**src/rtl/monolith_axi_regs.sv**
```systemverilog
// AXI4-Lite register front-end for the Monolith M31 hash core: IN1/IN2/OUT/CTRL map, start pulse, digest capture, irq.
// Optional feature macro MONOLITH_AXI_IRQ_EN adds the CTRL[1] irq_en bit and gates irq with it.
module monolith_axi_regs #(
    parameter int ADDR_W = 4,
    parameter int FW     = 31
) (
    input  logic              aclk,
    input  logic              aresetn,
    input  logic [ADDR_W-1:0] s_axi_awaddr,
    input  logic              s_axi_awvalid,
    output logic              s_axi_awready,
    input  logic [31:0]       s_axi_wdata,
    input  logic [3:0]        s_axi_wstrb,
    input  logic              s_axi_wvalid,
    output logic              s_axi_wready,
    output logic [1:0]        s_axi_bresp,
    output logic              s_axi_bvalid,
    input  logic              s_axi_bready,
    input  logic [ADDR_W-1:0] s_axi_araddr,
    input  logic              s_axi_arvalid,
    output logic              s_axi_arready,
    output logic [31:0]       s_axi_rdata,
    output logic [1:0]        s_axi_rresp,
    output logic              s_axi_rvalid,
    input  logic              s_axi_rready,
    output logic [FW-1:0]     core_in1,
    output logic [FW-1:0]     core_in2,
    output logic              core_start,
    input  logic              core_valid,
    input  logic [FW-1:0]     core_out,
    output logic              irq
);

    typedef enum logic [1:0] {
        S_IDLE = 2'd0,
        S_RUN  = 2'd1,
        S_DONE = 2'd2
    } state_t;

    localparam logic [ADDR_W-1:0] A_IN1  = ADDR_W'(4'h0);
    localparam logic [ADDR_W-1:0] A_IN2  = ADDR_W'(4'h4);
    localparam logic [ADDR_W-1:0] A_OUT  = ADDR_W'(4'h8);
    localparam logic [ADDR_W-1:0] A_CTRL = ADDR_W'(4'hC);
    localparam logic [1:0] RESP_OKAY   = 2'b00;
    localparam logic [1:0] RESP_SLVERR = 2'b10;

    state_t        state_q, state_d;
    logic          awready_q, awready_d;
    logic          bvalid_q, bvalid_d;
    logic [1:0]    bresp_q, bresp_d;
    logic          arready_q, arready_d;
    logic          rvalid_q, rvalid_d;
    logic [31:0]   rdata_q, rdata_d;
    logic [FW-1:0] in1_q, in1_d;
    logic [FW-1:0] in2_q, in2_d;
    logic [FW-1:0] out_q, out_d;
    logic          valid_q, valid_d;
    logic          go_q, go_d;
    logic          start_q, start_d;
    logic          irq_en_q, irq_en_d;
    logic          irq_q, irq_d;

    logic          wr_en, rd_en, go_hit, go_set, go_clr, cap_ok;
    logic [31:0]   strb_mask, in1_merge, in2_merge, ctrl_rd;
    logic [FW-1:0] in1_new, in2_new;

    assign wr_en  = awready_q & s_axi_awvalid & s_axi_wvalid;
    assign rd_en  = arready_q & s_axi_arvalid;
    assign go_hit = wr_en & (s_axi_awaddr == A_CTRL) & s_axi_wstrb[0];
    assign go_set = go_hit & s_axi_wdata[0];
    assign go_clr = go_hit & ~s_axi_wdata[0];
    // The core's valid is a level that may still be high from the previous hash
    // while the start pulse is out, so it is only trusted once start has gone.
    assign cap_ok = core_valid & ~start_q;

    assign strb_mask = {{8{s_axi_wstrb[3]}}, {8{s_axi_wstrb[2]}},
                        {8{s_axi_wstrb[1]}}, {8{s_axi_wstrb[0]}}};
    assign in1_merge = (32'(in1_q) & ~strb_mask) | (s_axi_wdata & strb_mask);
    assign in2_merge = (32'(in2_q) & ~strb_mask) | (s_axi_wdata & strb_mask);
    assign in1_new   = (in1_merge[FW-1:0] == {FW{1'b1}}) ? '0 : in1_merge[FW-1:0];
    assign in2_new   = (in2_merge[FW-1:0] == {FW{1'b1}}) ? '0 : in2_merge[FW-1:0];

`ifdef MONOLITH_AXI_IRQ_EN
    assign ctrl_rd = {30'b0, irq_en_q, go_q};
`else
    assign ctrl_rd = {30'b0, 1'b0, go_q};
`endif

    always_comb begin
        state_d   = state_q;
        bvalid_d  = bvalid_q;
        bresp_d   = bresp_q;
        rvalid_d  = rvalid_q;
        rdata_d   = rdata_q;
        in1_d     = in1_q;
        in2_d     = in2_q;
        out_d     = out_q;
        valid_d   = valid_q;
        go_d      = go_q;
        start_d   = 1'b0;
        irq_en_d  = irq_en_q;
        awready_d = s_axi_awvalid & s_axi_wvalid & ~bvalid_q & ~awready_q;
        arready_d = s_axi_arvalid & ~rvalid_q & ~arready_q;

        if (bvalid_q && s_axi_bready) bvalid_d = 1'b0;
        if (wr_en) begin
            bvalid_d = 1'b1;
            bresp_d  = RESP_OKAY;
            if (s_axi_awaddr == A_IN1) begin
                if (state_q == S_RUN) bresp_d = RESP_SLVERR;
                else                  in1_d   = in1_new;
            end else if (s_axi_awaddr == A_IN2) begin
                if (state_q == S_RUN) bresp_d = RESP_SLVERR;
                else                  in2_d   = in2_new;
            end
        end
        if (go_hit) begin
            go_d = s_axi_wdata[0];
`ifdef MONOLITH_AXI_IRQ_EN
            irq_en_d = s_axi_wdata[1];
`endif
        end

        if (rvalid_q && s_axi_rready) rvalid_d = 1'b0;
        if (rd_en) begin
            rvalid_d = 1'b1;
            if      (s_axi_araddr == A_IN1)  rdata_d = 32'(in1_q);
            else if (s_axi_araddr == A_IN2)  rdata_d = 32'(in2_q);
            else if (s_axi_araddr == A_OUT)  rdata_d = 32'({out_q, valid_q});
            else if (s_axi_araddr == A_CTRL) rdata_d = ctrl_rd;
            else                             rdata_d = 32'h0;
        end

        case (state_q)
            S_IDLE, S_DONE: begin
                if (go_set) begin
                    start_d = 1'b1;
                    valid_d = 1'b0;
                    state_d = S_RUN;
                end
            end
            S_RUN: begin
                if (cap_ok) begin
                    out_d   = core_out;
                    valid_d = 1'b1;
                    state_d = S_DONE;
                end
            end
            default: state_d = S_IDLE;
        endcase
        // A stop overrides everything, including a capture on the same edge.
        if (go_clr) begin
            out_d   = out_q;
            valid_d = 1'b0;
            state_d = S_IDLE;
        end

`ifdef MONOLITH_AXI_IRQ_EN
        irq_d = valid_d & irq_en_d;
`else
        irq_d = valid_d;
`endif
    end

    always_ff @(posedge aclk) begin
        if (!aresetn) begin
            state_q   <= S_IDLE;
            awready_q <= 1'b0;
            bvalid_q  <= 1'b0;
            bresp_q   <= 2'b00;
            arready_q <= 1'b0;
            rvalid_q  <= 1'b0;
            rdata_q   <= 32'h0;
            in1_q     <= '0;
            in2_q     <= '0;
            out_q     <= '0;
            valid_q   <= 1'b0;
            go_q      <= 1'b0;
            start_q   <= 1'b0;
            irq_en_q  <= 1'b0;
            irq_q     <= 1'b0;
        end else begin
            state_q   <= state_d;
            awready_q <= awready_d;
            bvalid_q  <= bvalid_d;
            bresp_q   <= bresp_d;
            arready_q <= arready_d;
            rvalid_q  <= rvalid_d;
            rdata_q   <= rdata_d;
            in1_q     <= in1_d;
            in2_q     <= in2_d;
            out_q     <= out_d;
            valid_q   <= valid_d;
            go_q      <= go_d;
            start_q   <= start_d;
            irq_en_q  <= irq_en_d;
            irq_q     <= irq_d;
        end
    end

    assign s_axi_awready = awready_q;
    assign s_axi_wready  = awready_q;
    assign s_axi_bvalid  = bvalid_q;
    assign s_axi_bresp   = bresp_q;
    assign s_axi_arready = arready_q;
    assign s_axi_rvalid  = rvalid_q;
    assign s_axi_rdata   = rdata_q;
    assign s_axi_rresp   = RESP_OKAY;
    assign core_in1      = in1_q;
    assign core_in2      = in2_q;
    assign core_start    = start_q;
    assign irq           = irq_q;

endmodule
```
**config.mk**
```make
export PLATFORM = sky130hd
export DESIGN_NAME = monolith_axi_regs
export DESIGN_NICKNAME = d
export VERILOG_FILES = /design/src/rtl/monolith_axi_regs.sv
export SDC_FILE = /design/constraint.sdc
export NUM_CORES = 1
export LEC_CHECK = 0
export CORE_ASPECT_RATIO = 0.8
export CORE_MARGIN = 10
export CORE_UTILIZATION = 40
export CTS_CLUSTER_SIZE = 28
export DETAILED_ROUTE_END_ITERATION = 10
export PLACE_DENSITY = 0.77
export SETUP_SLACK_MARGIN = 0.05
export SYNTH_ARGS = -nofsm -noshare
export SYNTH_HDL_FRONTEND = slang
export SYNTH_SLANG_ARGS = --single-unit
```
**constraint.sdc**
```tcl
create_clock -name aclk -period 2.25 [get_ports aclk]
set_clock_uncertainty 0.2 [all_clocks]
set_input_delay 0.45 -clock aclk [delete_from_list [all_inputs] [get_ports aclk]]
set_output_delay 0.45 -clock aclk [all_outputs]
set_load 0.005 [all_outputs]
```
---- Yosys cells after proc, flatten, opt, wreduce, memory -nomap -nowiden ----
Cells that the tools add are included.
storage, ports and cells
  register bits after elaboration ......... 136
  logic and storage cells ................. 89
cells by class
  equality and inequality tests ........... 11
  mux-type cells .......................... 20
  bitwise gates (word level) .............. 29
  reductions and logical operators ........ 16
operators by type and width
  operator                number
  $mux W32                3
  $and A31 B31 Y31        3
  $eq A31 B31 Y1 const B  2
  $mux W31                2
  $or A31 B31 Y31         2
  $not A31 Y31            1
  $and A1 B1 Y1           13
  $eq A4 B4 Y1 const B    3
  $mux W2                 5
  $not A1 Y1              10
  $reduce_and A3 Y1       3
  $eq A4 B3 Y1 const B    2
  $logic_not A4 Y1        2
  $mux W1                 8
  $reduce_bool A2 Y1      3
  $ne A2 B2 Y1 const B    2
  $pmux W2 S2             1
  $reduce_and A2 Y1       2
  $reduce_and A4 Y1       1
  $reduce_or A2 Y1        2
  $eq A2 B1 Y1 const B    1
  $eq A2 B2 Y1 const B    1
  $logic_and A1 B1 Y1     2
  $logic_not A2 Y1        1
  $pmux W1 S2             1

---- Depth between registers and ports, before layout ----
Gate-level depths: netlist of the first run.
  word-level depth ........................ 7
  depth in mapped cells ................... 10

---- Worst setup path after synthesis of the first run ----
No wires, ideal clock.
  path type ............................... input port to flip-flop
  from .................................... input port s_axi_wstrb[3]
  to ...................................... register in2_q[10] (netlist: core_in2[10])
  arrival time ............................ 2023 ps
  path slack .............................. -95 ps
  stages on the path ...................... 10
  path buffers ............................ 4
  cells stage by stage .................... buf_4 -> buf_4 -> nand3_1 -> o21ai_0 -> nand4_1 -> or4b_4 -> buf_6 -> buf_6 -> a32oi_1 -> o21ai_1
between the ends
  cells in the longest elaborated chain, start to end .. 5
  elaborated cells on any way between the ends .. 6
  classes of those cells .................. 1 x eq/ne; 1 x mux; 4 x bitwise
RTL lines
  what                    RTL line  source
  start: declaration      13        input logic [3:0] s_axi_wstrb,
  $not A31 Y31            79        assign in2_merge = (32'(in2_q) & ~strb_mask) | (s_axi_wdata & strb_mask);
  $and A31 B31 Y31        79
  $or A31 B31 Y31 *       79
  $eq A31 B31 Y1 *        81        assign in2_new = (in2_merge[FW-1:0] == {FW{1'b1}}) ? '0 : in2_merge[FW-1:0];
  $mux W31 *              81
  end signal: assignment  191       in2_q <= in2_d;
  end: declaration        55        logic [FW-1:0] in2_q, in2_d;
Every way passes the cells marked *; elsewhere a longest branch is shown, timed or not.
A chain may end at the register's enable or synchronous reset.

---- Worst setup path after layout of the first run ----
  from .................................... register in2_q[11] (netlist: core_in2[11])
  to ...................................... register in2_q[30] (netlist: core_in2[30])
between the ends
  cells in the longest elaborated chain, start to end .. 4
RTL lines
  what              RTL line
  $and A31 B31 Y31  79
  $or A31 B31 Y31   79
  $eq A31 B31 Y1    81
  $mux W31          81
Every way passes these cells.

==> flow_summary_export.csv, run 1 <==
group,metric,value,unit
worst_hold_path,worstHoldPathCells,3,
critical_path,cp.arrival,2.32,ns
yosys,synth_cell_types,42,
floorplan,rows,40,
cts,clk_pin_slew,0.06,ns
critical_path,timing_worst_setup_path_type,"reg -> reg",
global_route,grt-ovfl-total,0,
cts,tritoncts,"yes",
power_and_ir_drop,power_frac_comb,9.0,%
yosys,async_reset_ff_share,0,%
critical_path,path_buf_inv,1,
yosys,synth_warnings,0,
power_and_ir_drop,power.density,562,mW/mm^2
power_and_ir_drop,p_switching,0.00133,W
sta,slew_headroom,56.6,%
worst_hold_path,hold_path_class,"in -> reg",
critical_path,required,2.35,ns
cts,htree_levels,4,
yosys,syn_avg_cell_area,8.54,sq um
sta,finalSetupTns,0,ns
floorplan,io-pin-count,188,
run_status,outcome,"complete, no violations",
power_and_ir_drop,clock_power_share,48.7,%
sta,holdWs,0.170,ns
place,hpwl,17700,microns
floorplan,die_h,132,microns
global_route,grt_pass1_vias,6956,
critical_path,reg2reg_from,"core_in2[11]$_SDFFE_PN0P_",
sta,hold_viol,0,
finish,syn_to_final_growth,60.3,%
cts,cts_buffers,17,
route,wl_met1,10700,microns
critical_path,max_stage_delay,0.63,ns
critical_path,crit_cells,7,
sta,setup-violations-final,0,
finish,final_common_cell,"clkdlybuf4s50_1",
yosys,ys_seq_area_share,42.9,%
power_and_ir_drop,ir_drop,0.639,mV
sta,drv_slew,0,
cts,clk_latency,0.42,ns
global_route,grt_pass1_wl,39000,microns
power_and_ir_drop,p_int,0.00434,W
floorplan,die_x,160,microns
finish,final_cell_mix,"clkdlybuf4s50_1 (144), nand2_1 (143), dfxtp_1 (131)",
critical_path,r2r_cells,7,
sta,fin_crit_sh,98.5,%
place,numPortBuffers,183,
route,num_vias,7001,
critical_path,critPathSlowestCell,"or4b_4",
place,place_inst,1196,
route,wl_met2,11300,microns
critical_path,crit_start,"core_in2[11]$_SDFFE_PN0P_",
route,drc,0,
global_route,grt_max_degree,60,
critical_path,start_kind,"register",
global_route,grt_antenna_before_repair,5,
power_and_ir_drop,sw_frac_of_total,23.5,%
critical_path,rrSetupSlack,0.03,ns
route,drt_iter0_drc,716,
power_and_ir_drop,power,0.00567,W
yosys,synth_edf_count,0,
global_route,grt_usage,22.6,%
sta,worstMarginPinSlew,0.646,ns
route,ant_nets,0,
route,wl,25100,microns
cts,root_buffer,"clkbuf_16",
critical_path,critPathCapture,"core_in2[30]$_SDFFE_PN0P_",
floorplan,core,0.0152,sq mm
cts,cts_hold_buffers,0,
place,globalplace.congestion,0.939,
finish,nNetsFinal,1101,
critical_path,regToRegEndpoint,"core_in2[30]$_SDFFE_PN0P_",
sta,rsz0062_at_grt,"true",
power_and_ir_drop,leakagePower,3.75,nW
yosys,synth-seq-cells,135,
critical_path,crit_path_frequent_cell,"o21ai_1",
route,top_layer,"met5",
cts,clk_path_buf_depth,2,
critical_path,critPathMaxFanout,7,
route,wl_met3,2610,microns
route,viasPerCell,5.63,
run,max-cap-violations,0,
critical_path,critPathCaptureType,"register",
yosys,synth-main-ff-cell,"dfxtp_1",
cts,cts.sinks,135,
floorplan,start_util,41.4,%
finish,drive_gt1_share,21.8,%
sta,max_freq,451,MHz
critical_path,crit_chain,"and4b_1 -> a22o_2 -> o21ai_1 -> or4b_4 -> buf_12 -> a32oi_1 -> o21ai_1",
sta,fin_crit,2.22,ns
finish,fin_cells,1243,
floorplan,dieArea,0.0212,sq mm
yosys,syn_area,0.00630,sq mm
yosys,netlist_instances,738,
critical_path,cp_top_family,"simple AND/OR/NAND/NOR gates",
route,wire_per_inst,20.2,microns
route,firstDrtPassIters,5,
power_and_ir_drop,seqPwrFrac,42.3,%
## layer usage
layer | GRT usage, % | vias to the layer above
met4 | 5.91 | 4
met1 | 28.3 | 3343
li1 | - | 3241
met5 | 0 | -
met3 | 8.96 | 47
met2 | 35.3 | 366
## per-stage QoR
| stage | util [%] | worst slack, ns | instance area (sq um) |
|---|---|---|---|
| finish | 66.4 | 0.0333 | 10100 |
| global route | 66.3 | -0.0555 | 10100 |
| CTS | 65.5 | 0.0476 | 9960 |
| detailed placement | 60.2 | -0.755 | 9160 |
| global placement | 60.2 | -0.707 | 9160 |
| floorplan | - | -0.00976 | 6340 |
## power groups by stage
stage               combinational [W]  sequential, W  clock [W]
floorplan                    0.000183        0.00245          0
finish                       0.000511        0.00240    0.00276
global route                 0.000539        0.00240    0.00287
CTS                          0.000496        0.00240    0.00277
global placement             0.000477        0.00245          0
detailed placement           0.000482        0.00245          0
## synth_stat cells (8+ instances only)
cell / instances / area share [%]
nand2b_1: 8 / 0.79
a32oi_1: 29 / 4.0
o21ai_1: 33 / 2.6
a22oi_1: 36 / 4.3
o2bb2ai_1: 34 / 4.7
mux2i_1: 34 / 5.4
nand4_1: 11 / 1.1
nor2_1: 9 / 0.54
nand3_1: 20 / 1.6
nand2_1: 143 / 8.5
nor2b_1: 64 / 6.4
clkbuf_1: 44 / 2.6
dfxtp_1: 135 / 43
a21boi_1: 32 / 3.8
o21ai_0: 39 / 3.1
## worst min-delay path: cells and delay by family
kind / cells / cell delay, ns
simple gates: 2 / 0.14
buf+inv: 1 / 0.16
## cells by family after synthesis
family	share of synthesized area, %
mux	5.76
flops	42.9
buf+inv	4.57
compound gates	24.0
other cells	0.0595
simple gates	22.8
## how the worst min path moves through the flow
stage,to,start
finish,s_axi_awready$_SDFF_PN0_,s_axi_awvalid
detailed placement,s_axi_awready$_SDFF_PN0_,s_axi_bvalid$_SDFFE_PN0P_
CTS,s_axi_awready$_SDFF_PN0_,s_axi_bvalid$_SDFFE_PN0P_
floorplan,s_axi_awready$_SDFF_PN0_,s_axi_bvalid$_SDFFE_PN0P_
global route,s_axi_awready$_SDFF_PN0_,s_axi_wvalid
global placement,s_axi_awready$_SDFF_PN0_,s_axi_bvalid$_SDFFE_PN0P_
## layout make-up
class / instances / area, sq um
clock buffers: 20 / 457
flip-flops and latches: 135 / 2710
diodes: 2 / 5.00
fillers: 1211 / 5110
multi-input cells: 542 / 3560
clock inverters: 12 / 126
inverters: 3 / 11.3
well taps: 210 / 263
repair buffers: 319 / 2970
## what timing repair did
item / in CTS / in global routing
pin swaps: 13 / 15
gates resized for setup: 73 / 36
buffers inserted: 7 / 3
endpoints found under the setup margin: 71 / 86
cloned: 3 / 0
## state kept, by name (all words and copies together), names as in the netlist
name,cells
s_axi_bresp,1
core_in2,31
irq,1
s_axi_awready,1
s_axi_bvalid,1
out_q,31
go_q,1
state_q,2
core_start,1
core_in1,31
s_axi_rdata,32
s_axi_arready,1
s_axi_rvalid,1
Power figures use the tool's default switching activity.
==> run 2: changes to the inputs <==
--- a/config.mk
+++ b/config.mk
@@ -12,2 +12,3 @@
 export DETAILED_ROUTE_END_ITERATION = 10
+export GPL_ROUTABILITY_DRIVEN = 0
 export PLACE_DENSITY = 0.77
--- a/constraint.sdc
+++ b/constraint.sdc
@@ -4,2 +4,2 @@
 set_output_delay 0.45 -clock aclk [all_outputs]
-set_load 0.005 [all_outputs]
+set_load 0.05 [all_outputs]
==> flow_summary_export.csv, run 2 (synthesis gave the netlist of run 1 again) <==
group,metric,value,unit
run_status,outcome,"complete, no violations",
floorplan,io-pin-count,188,
worst_hold_path,worstHoldEndpoint,"core_in1[8]$_SDFFE_PN0P_",
floorplan,dieArea,0.0212,sq mm
critical_path,path_buf_inv,2,
power_and_ir_drop,power.density,582,mW/mm^2
critical_path,cp_top_family,"simple AND/OR/NAND/NOR gates",
cts,clk_path_buf_depth,2,
global_route,grt_max_degree,46,
global_route,grt_pass1_vias,6717,
global_route,grt-ovfl-total,0,
global_route,grt_pass1_wl,37000,microns
finish,design_area,0.00985,sq mm
sta,hold_viol,0,
critical_path,timing_worst_setup_path_type,"reg -> reg",
worst_hold_path,hold_path_class,"in -> reg",
sta,drv_slew,0,
floorplan,die_x,160,microns
finish,nNetsFinal,1077,
cts,cts_hold_buffers,0,
floorplan,die_h,132,microns
power_and_ir_drop,power,0.00574,W
critical_path,start_kind,"register",
place,hpwl,17100,microns
route,ant_nets,0,
critical_path,required,2.35,ns
critical_path,cp.arrival,2.32,ns
critical_path,r2r_cells,8,
floorplan,core,0.0152,sq mm
worst_hold_path,worstHoldPathCells,3,
sta,rsz0062_at_grt,"true",
sta,worstMarginPinSlew,0.535,ns
worst_hold_path,min_from,"s_axi_wdata[8]",
sta,max_freq,451,MHz
route,drc,0,
power_and_ir_drop,ir_drop,0.593,mV
route,drt_iter0_drc,449,
sta,slew_headroom,64.5,%
critical_path,regToRegEndpoint,"core_in2[28]$_SDFFE_PN0P_",
critical_path,rrSetupSlack,0.03,ns
floorplan,start_util,41.4,%
cts,cts.sinks,135,
critical_path,critPathSlowestCell,"or4b_4",
cts,root_buffer,"clkbuf_16",
finish,drive_gt1_share,29.2,%
route,viasPerCell,5.52,
run,max-cap-violations,0,
cts,clk_latency,0.42,ns
critical_path,critPathCaptureType,"register",
power_and_ir_drop,leakagePower,4.06,nW
global_route,grt_usage,21.3,%
sta,holdWs,0.171,ns
route,firstDrtPassIters,5,
cts,tritoncts,"yes",
critical_path,reg2reg_from,"core_in2[22]$_SDFFE_PN0P_",
critical_path,critPathMaxFanout,7,
floorplan,rows,40,
sta,setup-violations-final,0,
global_route,grt_antenna_before_repair,3,
place,numPortBuffers,183,
finish,largest_register_ffs,32,
place,post_dp_cell_area,0.00894,sq mm
cts,clk_pin_slew,0.06,ns
finish,syn_to_final_growth,56.3,%
cts,htree_levels,4,
finish,final_cell_mix,"nand2_1 (142), buf_4 (132), dlygate4sd2_1 (78)",
route,wire_per_inst,19.6,microns
route,wl,23900,microns
finish,final_common_cell,"nand2_1",
sta,fin_crit,2.22,ns
sta,fin_crit_sh,98.5,%
critical_path,crit_chain,"nand4_1 -> mux2i_1 -> buf_4 -> and3_4 -> or4b_4 -> buf_6 -> a32oi_2 -> o21ai_1",
critical_path,max_stage_delay,0.50,ns
cts,cts_buffers,17,
route,num_vias,6737,
-- run 2: cell types whose count changed in the layout (fill, tap and decap cells not counted), moves of 2 or more --
cell             before  now
dfxtp_1             131   76
dlymetal6s2s_1        7   13
buf_4               119  132
buf_2                 4    2
nor2b_2               5    3
clkdlybuf4s50_1     144   46
nor2b_1              59   61
dfxtp_2               4   55
o22ai_4               0    2
dfxtp_4               0    4
clkbuf_2              1    4
dlygate4sd2_1        26   78
buf_6                 7   12
-- run 2: what timing repair did --
action                                  in CTS  in global routing
pin swaps                                    8                 25
hold endpoints to repair                     0                  0
cloned                                       2                  0
buffers inserted                             6                  6
resized for setup                          111                 57
endpoints found under the setup margin     156                 92
-- run 2: report_power, final --
group / total [W] / internal (W) / switching [W]
logic: 0.000537 / 0.000262 / 0.000276
registers: 0.00239 / 0.00239 / 0.00000369
clock network: 0.00281 / 0.00172 / 0.00109
-- run 2: worst max path at each step --
stage                               from  cells past startpoint  slack, ns                         to
6_report       core_in2[22]$_SDFFE_PN0P_                      8       0.03  core_in2[28]$_SDFFE_PN0P_
4_1_cts                  s_axi_wdata[10]                      8       0.05  core_in2[27]$_SDFFE_PN0P_
2_1_floorplan             s_axi_wstrb[3]                      9      -0.02  core_in2[13]$_SDFFE_PN0P_
3_5_place_dp              s_axi_wstrb[2]                      9      -0.69  core_in2[10]$_SDFFE_PN0P_
3_3_place_gp              s_axi_wstrb[2]                      9      -0.64  core_in2[27]$_SDFFE_PN0P_
5_1_grt        core_in2[22]$_SDFFE_PN0P_                      8      -0.05  core_in2[27]$_SDFFE_PN0P_
-- run 2: routing by layer --
layer  up-vias  part of all wire (%)  GRT usage, %
met3        41                   9.1          6.87
met4         0                   1.9          6.82
met2       319                    45          33.1
li1       3180                     -             -
met1      3197                    44          27.4
met5         -                     0             0
-- run 2: worst register-to-register path, stage by stage (launching register included) --
cell     delay, ns
dfxtp_4       0.36
nand4_1       0.10
mux2i_1       0.18
buf_4         0.15
and3_4        0.16
or4b_4        0.50
buf_6         0.16
a32oi_2       0.20
o21ai_1       0.09
-- run 2: through the flow --
stage / instances / utilization [%] / worst slack (ns) / TNS [ns]
floorplan: 740 / - / -0.0190 / -0.144
global placement: 1171 / 58.8 / -0.636 / -49.58
detailed placement: 1171 / 58.8 / -0.685 / -53.26
CTS: 1211 / 63.1 / 0.0488 / 0
global route: 1219 / 64.7 / -0.0460 / -0.226
finish: 1220 / 64.7 / 0.0329 / 0
-- run 2: area by class of cell --
| class | count | area [sq um] |
|---|---|---|
| Fill cell | 1275 | 5370 |
| Multi-Input combinational cell | 542 | 3570 |
| Sequential cell | 135 | 2790 |
| Timing Repair Buffer | 295 | 2620 |
| Clock buffer | 21 | 470 |
| Tap cell | 210 | 263 |
| Clock inverter | 11 | 123 |
| Inverter | 3 | 11.3 |
| Antenna cell | 3 | 7.51 |
==> run 3: changes to the inputs <==
Settings changed: CORE_UTILIZATION 40 to 48, PLACE_DENSITY 0.77 to 0.86.
Clock period 2.25 ns to 2.3 ns, I/O delays scaled along.
==> flow_summary_export.csv, run 3 (synthesis gave the netlist of run 1 again) <==
group,metric,value,unit
run_status,outcome,"complete, no violations",
power_and_ir_drop,p_switching,0.00135,W
global_route,grt_pass1_vias,6890,
power_and_ir_drop,power.density,593,mW/mm^2
finish,drive_gt1_share,24.2,%
cts,root_buffer,"clkbuf_16",
cts,clk_pin_slew,0.06,ns
finish,nFillCells,861,
global_route,grt_util_met3,8.13,%
cts,cts_buffers,17,
global_route,grt_antenna_before_repair,2,
sta,max_freq,441,MHz
place,hpwl,16700,microns
cts,clk_latency,0.42,ns
finish,post-route-util,77.5,%
sta,drv_slew,0,
power_and_ir_drop,power_frac_comb,8.8,%
sta,slew_headroom,62.7,%
floorplan,die_h,122,microns
floorplan,start_util,49.0,%
sta,setup_ws,0.0347,ns
route,firstDrtPassIters,5,
critical_path,critPathCaptureType,"register",
finish,syn_to_final_growth,58.4,%
sta,fin_crit_sh,98.5,%
sta,rsz0062_at_grt,"true",
power_and_ir_drop,power,0.00592,W
critical_path,cp.arrival,2.38,ns
sta,finalSetupTns,0,ns
floorplan,rows,37,
finish,nNetsFinal,1069,
global_route,grtUsageMet2,43.6,%
route,drc,0,
route,num_vias,7085,
power_and_ir_drop,sw_frac_of_total,22.8,%
power_and_ir_drop,clock_power_share,51.6,%
finish,largest_register_ffs,32,
power_and_ir_drop,seqPwrFrac,39.6,%
route,ant_nets,0,
cts,htree_levels,4,
critical_path,required,2.42,ns
floorplan,dieArea,0.0181,sq mm
floorplan,die_x,148,microns
critical_path,critPathMaxFanout,9,
finish,final_common_cell,"nand2_1",
cts,tritoncts,"yes",
route,drt_iter0_drc,668,
route,viasPerCell,6.02,
power_and_ir_drop,p_int,0.00457,W
finish,final_cell_mix,"nand2_1 (142), buf_4 (94), dfxtp_1 (91)",
critical_path,start_kind,"input pin",
global_route,grt_max_degree,64,
place,preCtsSetupSlack,-0.648,ns
cts,clk_path_buf_depth,2,
power_and_ir_drop,leakagePower,4.47,nW
cts,cts.sinks,135,
floorplan,io-pin-count,188,
global_route,top_usage_layer,"met2",
route,wl,25700,microns
sta,fin_crit,2.27,ns
global_route,grt_pass1_wl,38500,microns
sta,holdWs,0.187,ns
floorplan,core,0.0129,sq mm
place,numPortBuffers,183,
run,max-cap-violations,0,
cts,cts_hold_buffers,0,
power_and_ir_drop,ir_drop,0.490,mV
critical_path,timing_worst_setup_path_type,"in -> reg",
global_route,grt_usage,26.4,%
global_route,use_met1,32.3,%
sta,hold_viol,0,
global_route,grt-ovfl-total,0,
route,wire_per_inst,21.8,microns
sta,worstMarginPinSlew,0.559,ns
worst_hold_path,hold_path_class,"in -> reg",
sta,setup-violations-final,0,
==> run 3: path summary, 6_finish.rpt <==
path / startpoint / endpoint / slack (ns) / cells after the start
setup reg to reg: core_in2[22]$_SDFFE_PN0P_ / core_in2[10]$_SDFFE_PN0P_ / 0.06 / 7
hold / removal: s_axi_wdata[25] / core_in1[25]$_SDFFE_PN0P_ / 0.19 / 3
setup / recovery: s_axi_awaddr[0] / core_in2[7]$_SDFFE_PN0P_ / 0.03 / 8
hold reg to reg: s_axi_bvalid$_SDFFE_PN0P_ / s_axi_awready$_SDFF_PN0_ / 0.22 / 1
==> run 3: per-stage QoR <==
step	instances	cell area [sq um]
6_report	1177	9980
5_1_grt	1176	9980
4_1_cts	1169	9720
3_3_place_gp	1127	8900
3_5_place_dp	1127	8900
2_1_floorplan	740	6390
==> run 3: per-layer routing <==
layer	vias to the layer above	routed length, microns
li1	3176	-
met1	3360	10400
met5	-	0
met2	478	12100
met3	71	2570
met4	0	620
==> run 3: cell type report <==
class / instances / area, sq um / area share (%)
antenna: 3 / 7.51 / 0.0752
clock buffer: 21 / 460 / 4.61
clock inverter: 11 / 196 / 1.97
inverter: 3 / 11.3 / 0.113
multi-input combinational: 542 / 3570 / 35.8
sequential: 135 / 2760 / 27.7
tap: 175 / 219 / 2.19
timing repair buffer: 287 / 2750 / 27.6
==> run 3: power by group through the flow <==
stage	logic, W	clock network, W	registers, W
5_1_grt	0.000543	0.00315	0.00234
3_3_place_gp	0.000479	0	0.00240
3_5_place_dp	0.000484	0	0.00240
4_1_cts	0.000493	0.00304	0.00235
2_1_floorplan	0.000191	0	0.00241
6_report	0.000518	0.00306	0.00234
==> run 3: timing repair <==
item	4_1_cts	5_1_grt
gates resized for setup	126	70
endpoints found under the setup margin	155	84
gates cloned	4	0
buffers inserted	6	5
pin swaps	10	16
==> run 3: critical path: stages <==
cell             delay [ns]
clkdlybuf4s50_1        0.45
or3_4                  0.42
nor3_4                 0.15
buf_4                  0.14
and2_1                 0.20
nand3_4                0.16
buf_12                 0.19
o2bb2ai_1              0.21
